[src/rtl/camera_sensor_emu.sv]
// Parallel camera sensor emulator: vsync/href/pixdata framing with selectable test patterns.
// All outputs are registered copies of the next-state decode, so no input reaches an output combinationally.
module camera_sensor_emu #(
  parameter int HACT   = 10,
  parameter int VLINES = 1,
  parameter int VPRE   = 1,
  parameter int HBLANK = 1,
  parameter int VBLANK = 5
) (
  input  logic        clk,
  input  logic        rst,
  input  logic        enable,
  input  logic [1:0]  pat_sel,
  output logic        vsync,
  output logic        href,
  output logic [7:0]  pixdata,
  output logic        frame_done,
  output logic [15:0] frame_cnt
);

  typedef enum logic [2:0] {IDLE, PRE, ACT, HBLK, VBLK} state_t;

  localparam logic [15:0] HACT_LAST   = 16'(HACT - 1);
  localparam logic [15:0] VLINES_LAST = 16'(VLINES - 1);
  localparam logic [15:0] VPRE_LAST   = 16'(VPRE - 1);
  localparam logic [15:0] HBLANK_LAST = 16'(HBLANK - 1);
  localparam logic [15:0] VBLANK_LAST = 16'(VBLANK - 1);

  state_t      state_reg, state_next;
  logic [15:0] cnt_reg, cnt_next;
  logic [15:0] x_reg, x_next;
  logic [15:0] y_reg, y_next;
  logic [1:0]  pat_reg, pat_next;
  logic        start_ok_reg;
  logic        vsync_reg, href_reg, frame_done_reg;
  logic [7:0]  pix_reg, pix_next;
  logic [15:0] frame_cnt_reg;
  logic        frame_end;

  always_comb begin
    state_next = state_reg;
    cnt_next   = cnt_reg;
    x_next     = x_reg;
    y_next     = y_reg;
    pat_next   = pat_reg;
    case (state_reg)
      IDLE: begin
        // start_ok_reg holds off the first frame for one edge after reset release
        if (enable && start_ok_reg) begin
          state_next = PRE;
          cnt_next   = 16'd0;
          x_next     = 16'd0;
          y_next     = 16'd0;
          pat_next   = pat_sel;
        end
      end
      PRE: begin
        if (cnt_reg == VPRE_LAST) begin
          state_next = ACT;
          cnt_next   = 16'd0;
          x_next     = 16'd0;
        end else begin
          cnt_next = cnt_reg + 16'd1;
        end
      end
      ACT: begin
        if (x_reg == HACT_LAST) begin
          state_next = HBLK;
          cnt_next   = 16'd0;
        end else begin
          x_next = x_reg + 16'd1;
        end
      end
      HBLK: begin
        if (cnt_reg == HBLANK_LAST) begin
          cnt_next = 16'd0;
          if (y_reg < VLINES_LAST) begin
            state_next = ACT;
            x_next     = 16'd0;
            y_next     = y_reg + 16'd1;
          end else begin
            state_next = VBLK;
          end
        end else begin
          cnt_next = cnt_reg + 16'd1;
        end
      end
      VBLK: begin
        if (cnt_reg == VBLANK_LAST) begin
          cnt_next = 16'd0;
          if (enable) begin
            state_next = PRE;
            x_next     = 16'd0;
            y_next     = 16'd0;
            pat_next   = pat_sel;
          end else begin
            state_next = IDLE;
          end
        end else begin
          cnt_next = cnt_reg + 16'd1;
        end
      end
      default: state_next = IDLE;
    endcase
  end

  // Pixel byte is computed from next-cycle counters so it lines up with the registered href
  always_comb begin
    pix_next = 8'h00;
    if (state_next == ACT) begin
      case (pat_next)
        2'd0:    pix_next = x_next[7:0];
        2'd1:    pix_next = y_next[7:0];
        2'd2:    pix_next = 8'hA5;
        default: pix_next = (x_next[3] ^ y_next[3]) ? 8'hFF : 8'h00;
      endcase
    end
  end

  assign frame_end = (state_next == VBLK) && (state_reg != VBLK);

  always_ff @(posedge clk or posedge rst) begin
    if (rst) begin
      state_reg      <= IDLE;
      cnt_reg        <= 16'd0;
      x_reg          <= 16'd0;
      y_reg          <= 16'd0;
      pat_reg        <= 2'd0;
      start_ok_reg   <= 1'b0;
      vsync_reg      <= 1'b0;
      href_reg       <= 1'b0;
      pix_reg        <= 8'h00;
      frame_done_reg <= 1'b0;
      frame_cnt_reg  <= 16'd0;
    end else begin
      state_reg      <= state_next;
      cnt_reg        <= cnt_next;
      x_reg          <= x_next;
      y_reg          <= y_next;
      pat_reg        <= pat_next;
      start_ok_reg   <= 1'b1;
      vsync_reg      <= (state_next == PRE) || (state_next == ACT) || (state_next == HBLK);
      href_reg       <= (state_next == ACT);
      pix_reg        <= pix_next;
      frame_done_reg <= frame_end;
      if (frame_end) begin
        frame_cnt_reg <= frame_cnt_reg + 16'd1;
      end
    end
  end

  assign vsync      = vsync_reg;
  assign href       = href_reg;
  assign pixdata    = pix_reg;
  assign frame_done = frame_done_reg;
  assign frame_cnt  = frame_cnt_reg;

endmodule

[config.mk]
export PLATFORM = sky130hd
export DESIGN_NAME = camera_sensor_emu
export DESIGN_NICKNAME = d
export VERILOG_FILES = /design/src/rtl/camera_sensor_emu.sv
export SDC_FILE = /design/constraint.sdc
export NUM_CORES = 1
export LEC_CHECK = 0
export CORE_MARGIN = 10
export CORE_UTILIZATION = 52
export CTS_CLUSTER_DIAMETER = 30
export CTS_CLUSTER_SIZE = 8
export DETAILED_ROUTE_END_ITERATION = 8
export PLACE_DENSITY = 0.83
export RECOVER_POWER = 50
export SYNTH_ARGS = -nofsm -noshare
export SYNTH_HDL_FRONTEND = slang
export SYNTH_SLANG_ARGS = --single-unit
[constraint.sdc]
create_clock -name clk -period 3.34 [get_ports clk]
set_input_delay 0.501 -clock clk [delete_from_list [all_inputs] [get_ports clk]]
set_output_delay 0.501 -clock clk [all_outputs]
set_load 0.02 [all_outputs]
# Yosys cells after proc, flatten, opt, wreduce, memory -nomap -nowiden
# Index checks and enable logic that the tools add are counted.
# W data, S select, Z words.
[word_totals] ff_bits=81 latch_bits=0 ram_bits=0 romBits=0 inputBits=5 word_cells=88 memories=0
[classes] add_sub_neg=4 n_mul=0 n_div=0 order_cmp=1 n_eq_ne=21 shift=0 mux=34 n_bitwise=1 n_reduce_logical=14
[op_table] cell="$mux W16" count=16
[op_table] cell="$pmux W16 S5" count=1
[op_table] cell="$add A16 B1 Y16 const B" count=4
[op_table] cell="$pmux W16 S4" count=1
[op_table] cell="$pmux W16 S3" count=1
[op_table] cell="$pmux W8 S3" count=1
[op_table] cell="$mux W3" count=6
[op_table] cell="$eq A16 B3 Y1 const B" count=1
[op_table] cell="$eq A16 B4 Y1 const B" count=1
[op_table] cell="$logic_not A16 Y1" count=1
[op_table] cell="$lt A16 B1 Y1 const B" count=1
[op_table] cell="$mux W8" count=2
[op_table] cell="$ne A2 B2 Y1 const B" count=8
[op_table] cell="$pmux W3 S5" count=1
[op_table] cell="$eq A3 B2 Y1 const B" count=4
[op_table] cell="$reduce_and A8 Y1" count=1
[op_table] cell="$eq A3 B1 Y1 const B" count=2
[op_table] cell="$eq A3 B3 Y1 const B" count=2
[op_table] cell="$mux W2" count=3
[op_table] cell="$reduce_and A6 Y1" count=1
[op_table] cell="$reduce_bool A5 Y1" count=1
[op_table] cell="$pmux W2 S2" count=1
[op_table] cell="$reduce_bool A4 Y1" count=1
[op_table] cell="$logic_not A3 Y1" count=1
[op_table] cell="other kinds (11)" count=13

# Logic depth before layout (Yosys ltp)
# Gate-level depths: netlist (run 1).
[depth] ltp_word=8 mapped_depth=11

# Least setup slack after synthesis (run 1)
# Ideal clock, no wire load.
[synth_timing] path_kind="reg2reg" from="register cnt_reg[0]" to="register pix_reg[5], in the netlist pixdata[5]" setup_ns=0.137 t_arrival_ns=2.169 required_ns=3.203 path_slack_ns=1.034 stages_incl_launch_ff=10 n_path_buf=0 cell_sequence="dfrtp_1 inv_1 ha_1 nor4b_4 nand4_4 o21ai_4 mux2i_1 clkinv_1 a21oi_1 a221oi_2"
[synth_via] word_cells_on_any_way=23 cone_classes="eq/ne: 4; mux: 16; bitwise: 1; reduce/logical: 2"
[synth_lines] element="from (decl)" line="30" text="logic [15:0] cnt_reg, cnt_next;"
[synth_lines] element="from (signal assigned)" line="137" text="cnt_reg <= cnt_next;"
[synth_lines] element="$eq A16 B3 Y1 (*)" line="89" text="if (cnt_reg == VBLANK_LAST) begin"
[synth_lines] element="$mux W2 (*)" line="89"
[synth_lines] element="$pmux W2 S2 (*)" line="46" text="case (state_reg)"
[synth_lines] element="via pat_next[1]" line="33" text="logic [1:0] pat_reg, pat_next;"
[synth_lines] element="$eq A2 B2 Y1, or another cell as far along" line="111" text="case (pat_next)"
[synth_lines] element="$pmux W8 S3 (*)" line="111"
[synth_lines] element="$mux W8 (*)" line="110" text="if (state_next == ACT) begin"
[synth_lines] element="via pix_next[5]" line="36" text="logic [7:0] pix_reg, pix_next;"
[synth_lines] element="to (signal assigned)" line="144" text="pix_reg <= pix_next;"
[synth_lines] element="to (decl)" line="36"
# Mark *: on every way through the listed nets, which the timed path passes. The rest lies on a longest branch. The select of a mux whose other input is x is not followed.
# A chain may end at the register's enable or synchronous reset.

# Final worst setup path (run 1)
[layout_timing] from="register cnt_reg[1]" to="register pix_reg[2], in the netlist pixdata[2]"
# Same word-level chain as after synthesis.

==> results of run 1 <==
[kinds of logic after synthesis]
| group | Yosys count | synth area share |
|---|---|---|
| AO/OA/AOI/OAI | 79 | 0.155 |
| AND/OR/NAND/NOR | 156 | 0.239 |
| multiplexers | 6 | 0.0170 |
| flip-flops | 73 | 0.477 |
| XOR/XNOR | 27 | 0.0666 |
| buffers and inverters | 23 | 0.0287 |
| adder cells (fa/ha/maj) | 5 | 0.0163 |
| other | 1 | 0.000978 |
[worst register-to-register path, delay by kind of cell (launching register included)]
kind | cells | cell delay (ns)
AOI/OAI and AO/OA | 2 | 0.78
adders and majority gates | 1 | 0.15
buffers and inverters | 2 | 0.27
DFF | 1 | 0.41
muxes | 2 | 0.70
and+or+nand+nor | 2 | 0.54
[metrics by stage]
stage | worst slack (ns) | hold slack [ns] | cells
final | 0.374 | 0.481 | 509
after global routing | 0.138 | 0.504 | 509
after CTS | 0.357 | 0.484 | 509
after detailed placement | 0.410 | 0.470 | 493
after global placement | 0.470 | 0.461 | 493
after floorplan | 0.986 | 0.465 | 370
[cells in the mapped netlist, types with 4 or more instances]
master and count:
dfrtp_1 73, nand2_1 32, nor2_1 29, nand3_1 24, xnor2_1 22, o21ai_0 16, a21oi_1 13, nand4_1 11
nor2b_1 11, inv_1 10, a31oi_1 8, nor3_1 8, a221oi_2 6, o211ai_1 6, ha_1 5, o31ai_1 5
and3_1 4, and4_1 4, clkbuf_1 4, mux2i_1 4, or2_2 4, xor2_1 4
[final timing paths]
kind,to,depth (start not counted),from
min in group asynchronous,x_reg[14],2,rst
worst max-delay path,pixdata[2],9,cnt_reg[1]
worst min-delay path,frame_cnt[15],1,frame_cnt[15]
worst max register to register,pixdata[2],9,cnt_reg[1]
max in group asynchronous,cnt_reg[15],3,rst
worst min register to register,frame_cnt[15],1,frame_cnt[15]
[area by class of cell]
type	count	area (µm²)
clock buffers	12	145
clock inverters	4	52.6
fillers	607	2790
inverters	13	53.8
multi-input cells	274	1900
flip-flops and latches	73	1830
well taps	99	124
repair buffers	34	330
[power breakdown]
group | total [W] | internal, W | switching, W
logic | 0.00112 | 0.000404 | 0.000715
clock network | 0.000688 | 0.000366 | 0.000322
registers | 0.00119 | 0.00102 | 0.000176
[layer usage]
metal / up-vias / GRT usage / wire length [µm]
li1: 1422 / - / -
met1: 1463 / 0.195 / 3770
met2: 82 / 0.235 / 3850
met3: 11 / 0.0512 / 495
met4: 0 / 0.0590 / 123
met5: - / 0 / 0
[placed cells by master (no fill, tap or decap), types with 4 or more instances in the layout]
| cell type | count |
|---|---|
| clkdlybuf4s50_1 | 19 |
| o211ai_1 | 6 |
| ha_1 | 5 |
| and3_1 | 4 |
| xnor2_1 | 22 |
| o31ai_1 | 5 |
| xor2_1 | 4 |
| nand4_1 | 11 |
| a31oi_1 | 8 |
| dlygate4sd3_1 | 12 |
| a221oi_2 | 6 |
| and4_1 | 4 |
| a21oi_1 | 13 |
| nor2b_1 | 11 |
| dfrtp_1 | 73 |
| nor2_1 | 29 |
| mux2i_1 | 4 |
| nor3_1 | 8 |
| nand3_1 | 24 |
| inv_1 | 10 |
| o21ai_0 | 16 |
| or2_2 | 4 |
| clkbuf_8 | 10 |
| nand2_1 | 32 |
==> impl.org, run 1 <==
** Worst hold path
- The path class of the tightest hold or removal check is reg2reg.

** Timing
- Of the available clock period, the critical path in the final layout requires 0.888.
- For the pin with the worst max-slew slack, the measured transition is around 1.3 ns.
- Setup repair after global routing left no endpoint under its margin.
- Final worst path period need :: 2.97 ns
- The max-slew violation count came to 0.
- Headroom to the max-slew limit came out at 0.128.
- Worst clock skew :: 0.00845 ns
- Derived from the worst setup path, the maximum achievable clock frequency is 0.337 GHz.
- Summed over all failing endpoints, the final setup total negative slack is 0 ns.
- The count of endpoints failing hold in the final timing report was 0.
- Finish-stage setup viols :: 0

** Clocking
- For this design, the sink count on the clock tree is 73.
- In this run the post-CTS setup repair buffer count came out at 0.
- The longest clock path from root to sink contains 2 buffers.
- At the later pin of the worst-skew pair, clock insertion delay measures between 0.3 and 0.4 ns.
- TritonCTS built the clock tree.
- The number of gates resized after CTS was 0.
- Buffers inserted during clock tree synthesis total 9.
- Clock-pin slew of the registers on the worst-case setup and hold paths :: approximately 0.07 ns
- The tree is rooted in a clkbuf_8.
- Htree depth :: 3
- Hold buffers post-CTS :: 0

** Finish
- Core occupancy in the finished layout :: 0.614
- Post-layout nets :: 415
- The number of antenna diodes in the final layout is 0.
- From synthesis to final layout, the design area changed by 15.5%.
- Of the cells placed in the final design, the portion with a size suffix greater than 1 is 0.115.
- The finished cells cover around 0.0044 mm².

** Pwr
- The worst-case IR drop observed on VDD is 0.000329 V.
- Leakage power :: approximately 1.8 nW
- In this run the power density over the cells is 677 mW/mm².
- Sum of internal, switching and leakage power :: 0.00300 W

** Global route
- Entering global routing, the biggest net connects 39 pins.
- Number of antenna violations at the first check in global routing :: 0
- After global routing the overflow that remains totals 0.
- For this run, the total global-route usage over all layers was measured as 0.153.
- The first global-routing pass estimated between 10000 and 15000 µm of wire.
- The via count of the first global-routing pass was 2983.

** Placement
- Input and output buffers added on the ports amount to 31.
- Routability-driven placement finished with a final weighted congestion of between 0.9 and 1.
- After detailed placement, the total cell area comes to 0.00425 mm².
- Half-perimeter wire length of the detailed placement result :: 5960 µm

** Setup path
- For the worst setup path, the data required time is 3.55 ns.
- Path type of the worst setup path :: reg2reg
- Walking the worst path, the cells encountered are inv_1 -> ha_1 -> nor4b_4 -> nand4_4 -> o21ai_4 -> mux2i_2 -> clkinv_4 -> mux2i_1 -> a221oi_1.
- The worst setup path is launched from a register.
- Endpoint class of the critical path :: register
- Number of buffers and inverters on the critical path :: 2
- Endpoint arrival time on the critical path :: about 3.2 ns
- Of all nets on the critical path, the largest fanout is 13.
- In this design, the stage delay of the slowest critical-path cell is 0.53 ns.
- In this run the register-to-register setup slack is 0.37 ns.
- On the critical path the largest part of the delay comes from compound AO/OA/AOI/OAI gates.
- For this design, the slowest cell found on the critical path is mux2i_2.

** Yosys
- Post-Syn Area :: 0.00383 mm²
- For this run, the number of Yosys warnings is 0.
- Counting flops with an async set or reset pin after synthesis yields a share of 1.00.
- Post-synthesis average cell area :: 10.4 µm²
- Count of distinct cell types in the synthesized netlist :: 65
- Synthesis produced a netlist with a net count of 380.
- Synthesis produced 370 cells.
- The synthesized design contains 0 enable-type register cells.
- The share of the Yosys chip area taken by registers is 0.477.
- Fraction of synthesized cell area taken by the top area cell type :: 0.477
- The largest total area in the synthesized netlist belongs to dfrtp_1.
- Post-synthesis register bit count :: 73
- Biggest area contributors in the synthesized netlist :: dfrtp_1 (48%), xnor2_1 (5.0%), nand3_1 (3.1%)
- The most used flip-flop cell after synthesis is dfrtp_1.

** Routing
- Antenna-violating nets left :: 0
- For this run, design rule violations remaining after detail routing come to 0.
- For this block, the routed nets add up to 8240 µm of wire.
- Number of detailed-routing iterations run before antenna repair :: 4
- In the final routed layout, each cell accounts on average for roughly 16 µm.
- Via count normalized by instance count :: ~5.9
- In this run, the number of DRC markers left after iteration 0 of detailed routing was 307.
- Routed vias :: 2978

** Die
- Die outline height :: 106 µm
- The core region is a little over 0.007 mm².
- The die covers between 0.01 and 0.015 mm².
- The die is 106 µm wide.
- Number of placement rows :: 31
- During I/O placement, the number of pins put on the boundary was 32.
- Initial Util :: 0.531

** Run status
- The flow ran to the end, and the final reports show no timing, DRC or antenna violations.

** Flow run
- Number of max-capacitance violations reported :: 0
Note: power is estimated with default switching activity, not from simulation.
==> inputs of run 2 (changes only) <==
--- a/config.mk
+++ b/config.mk
@@ -5,7 +5,7 @@
 export SDC_FILE = /design/constraint.sdc
 export NUM_CORES = 1
 export LEC_CHECK = 0
-export CORE_MARGIN = 10
+export CORE_MARGIN = 1
 export CORE_UTILIZATION = 52
 export CTS_CLUSTER_DIAMETER = 30
 export CTS_CLUSTER_SIZE = 8
==> impl.org, run 2 (same netlist as run 1, synthesis figures left out) <==
** Clocking
- Root Buffer :: clkbuf_8
- Sinks on Clock Net :: 73 (unchanged)
- TritonCTS built the clock tree.
- Clock network latency to the later pin of the worst-skew pair :: 0.35 ns (about the same)
- Clock-pin slew of the registers on the worst-case setup and hold paths :: 0.08 ns (about the same)
- The count of hold-fix buffers inserted at cts came to 0 (unchanged).
- Htree depth :: 3 (unchanged)
- The number of gates resized after cts is 0 (unchanged).
- The count of buffers added by post-CTS timing repair for setup was 0 (unchanged).
- Deepest clock path buffer count :: 2 (unchanged)
- Clock buffers created by TritonCTS :: 9 (unchanged)

** Routing
- Wire length reported by the detailed router :: 8050 µm (-2.4%)
- The final antenna-violating net count came to 0 (unchanged).
- Number of detailed-routing iterations run before antenna repair :: 4 (unchanged)
- Via count normalized by instance count :: 5.98 (+2.1%)
- Routed vias :: 3030 (+1.7%)
- Routed WL per cell :: 15.9 µm (-2.0%)
- Residual DRC :: 0 (unchanged)
- The DRC marker count from the first detailed-route iteration is 274 (-11%).

** Pwr
- The standby leakage power was 1.84 nW (+0.62%).
- The areal power density over the cells came to 690 mW/mm² (+1.9%).
- Clock group share of total power :: 0.243 (+0.014)
- Int Power :: 0.00185 W (+3.4%)
- Switching share of power :: 0.398 (-0.00639)
- The peak supply drop is 0.000272 V (-17%).
- The share of total power in combinational logic came to 0.370 (-0.003).
- The sequential power share came to 0.387 (-0.010).
- Psw :: 0.00122 W (+0.72%)

** Timing
- Final Hold Slack :: 0.506 ns (+0.0248 ns)
- The post-route fraction of the period consumed by the critical path came to 0.860 (-0.0278).
- Measured slew at the worst slew-check pin :: 1.73 ns (+0.423 ns)
- Total count of max-transition violations in the final report :: 74 (+74)
- The summed negative setup slack over all endpoints was 0 ns (unchanged).
- Highest achievable clock rate :: 0.348 GHz (+3.2%)
- The count of endpoints failing hold in the final timing report is 0 (unchanged).
- Final worst path period need :: 2.87 ns (-0.0929 ns)
- Setup repair after global routing left no endpoint under its margin.
- Worst-case headroom to the max-slew limit :: -0.153 (-0.281)
- Finish-stage setup viols :: 0 (unchanged)
- The worst-case clock skew came to 0.0117 ns (+0.00323 ns).

** Global route
- The largest net degree at the start of global routing is 74 (+90%).
- Wire length of the first global-routing pass :: 13700 µm (-4.0%)
- Total congestion overflow after global routing :: 0 (unchanged)
- Via count of the first global-routing pass :: 2983 (unchanged)
- Combined global-route utilization of all metal layers :: 0.232 (+0.0793)
- The initial antenna violation count came to 0 (unchanged).

** Finish
- The share of post-route cells with drive strength above 1 was 0.117 (+0.00215).
- Synthesis-to-layout area growth :: 16.0%
- The library cell used most frequently in the layout, excluding fill and tap cells, is dfrtp_1.
- Post-layout nets :: 416 (+0.24%)
- Antenna fix cells :: 0 (unchanged)
- Top library cells by usage in the layout, fill and taps aside :: dfrtp_1 (73), nand2_1 (32), nor2_1 (29)

** Setup path
- Cell-by-cell trace of the critical path :: inv_1 -> ha_1 -> nor4b_4 -> nand4_4 -> o21ai_4 -> mux2i_1 -> clkinv_1 -> a21oi_1 -> a221oi_2
- The required time reported for the critical path endpoint is 3.56 ns (about the same).
- Number of buffers and inverters on the critical path :: 2 (unchanged)
- The data arrival time at the worst-slack endpoint was 3.09 ns (-0.09 ns).
- In this design, the largest share of critical-path delay is due to compound AO/OA/AOI/OAI gates.
- The cell count of the worst reg-to-reg path was 9 (unchanged).
- Among all stages on the critical path, the largest delay is contributed by mux2i_1.
- Path type of the worst setup path :: reg2reg
- Critical Path Start Type :: register
- Crit path depth :: 9 (unchanged)
- Highest cell delay on the worst timing path :: 0.59 ns (+0.06 ns)
- Endpoint class of the critical path :: register
- Crit-path max FO :: 13 (unchanged)

** Die
- Die span in x :: 87.9 µm (-17%)
- The top-level I/O count was 32 (unchanged).
- The die height came to 87.9 µm (-17%).
- Total Die Area :: 0.00772 mm² (-31%)
- Number of placement rows :: 30 (-3.2%)
- Floorplan Core Area :: 0.00694 mm² (-3.7%)
- The initial core utilization came to 0.552 (+0.0207).

** Worst hold path
- The tightest min-delay check is of the reg2reg type.
- The number of cells traversed by the worst hold path came to 1 (unchanged).

** Placement
- Quantity of I/O buffers inserted on ports :: 31 (unchanged)
- The placed wire-length estimate is 5700 µm (-4.3%).
- Final weighted congestion in routability-driven placement :: 0.886 (-6.7%)

** Run status
- Violations in the final reports :: capacitance limit, slew limit
- Outcome :: finished, violations left

** Flow run
- The max-capacitance violation count came to 1 (+1).
-- run 2: cell type report --
type	instances	area (µm²)
Fill cell	521	2500
Multi-Input combinational cell	274	1900
Sequential cell	73	1830
Timing Repair Buffer	35	338
Clock buffer	11	131
Tap cell	96	120
Clock inverter	5	80.1
Inverter	13	53.8
-- run 2: path summary, 6_finish.rpt --
path                                   start             to  slack [ns]
worst max-delay path              cnt_reg[0]     pixdata[5]        0.47
worst min-delay path            frame_cnt[7]   frame_cnt[7]        0.51
worst max register to register    cnt_reg[0]     pixdata[5]        0.47
worst min register to register  frame_cnt[7]   frame_cnt[7]        0.51
max in group asynchronous                rst    cnt_reg[13]        1.11
min in group asynchronous                rst  frame_cnt[15]        1.21
-- run 2: layer usage --
metal	GRT usage	vias up	routed length [µm]
li1	-	1425	-
met1	0.293	1478	3490
met2	0.388	108	3920
met3	0.0415	19	420
met4	0.110	0	215
met5	0	-	0
-- run 2: through the flow --
| stage | utilization | setup slack (ns) | instances | area [µm²] | total power (W) |
|---|---|---|---|---|---|
| after global placement | 0.610 | 0.597 | 491 | 4240 | 0.00227 |
| after floorplan | - | 0.986 | 370 | 3830 | 0.00201 |
| after global routing | 0.640 | 0.211 | 507 | 4450 | 0.00325 |
| after detailed placement | 0.610 | 0.455 | 491 | 4240 | 0.00233 |
| final | 0.640 | 0.467 | 507 | 4450 | 0.00307 |
| after CTS | 0.641 | 0.472 | 507 | 4450 | 0.00308 |
-- run 2: power groups by stage --
stage / clock, W / combinational, W / sequential (W)
floorplan: 0 / 0.000823 / 0.00119
CTS: 0.000749 / 0.00114 / 0.00118
global placement: 0 / 0.00108 / 0.00119
global route: 0.000793 / 0.00125 / 0.00121
detailed placement: 0 / 0.00114 / 0.00120
finish: 0.000747 / 0.00113 / 0.00119
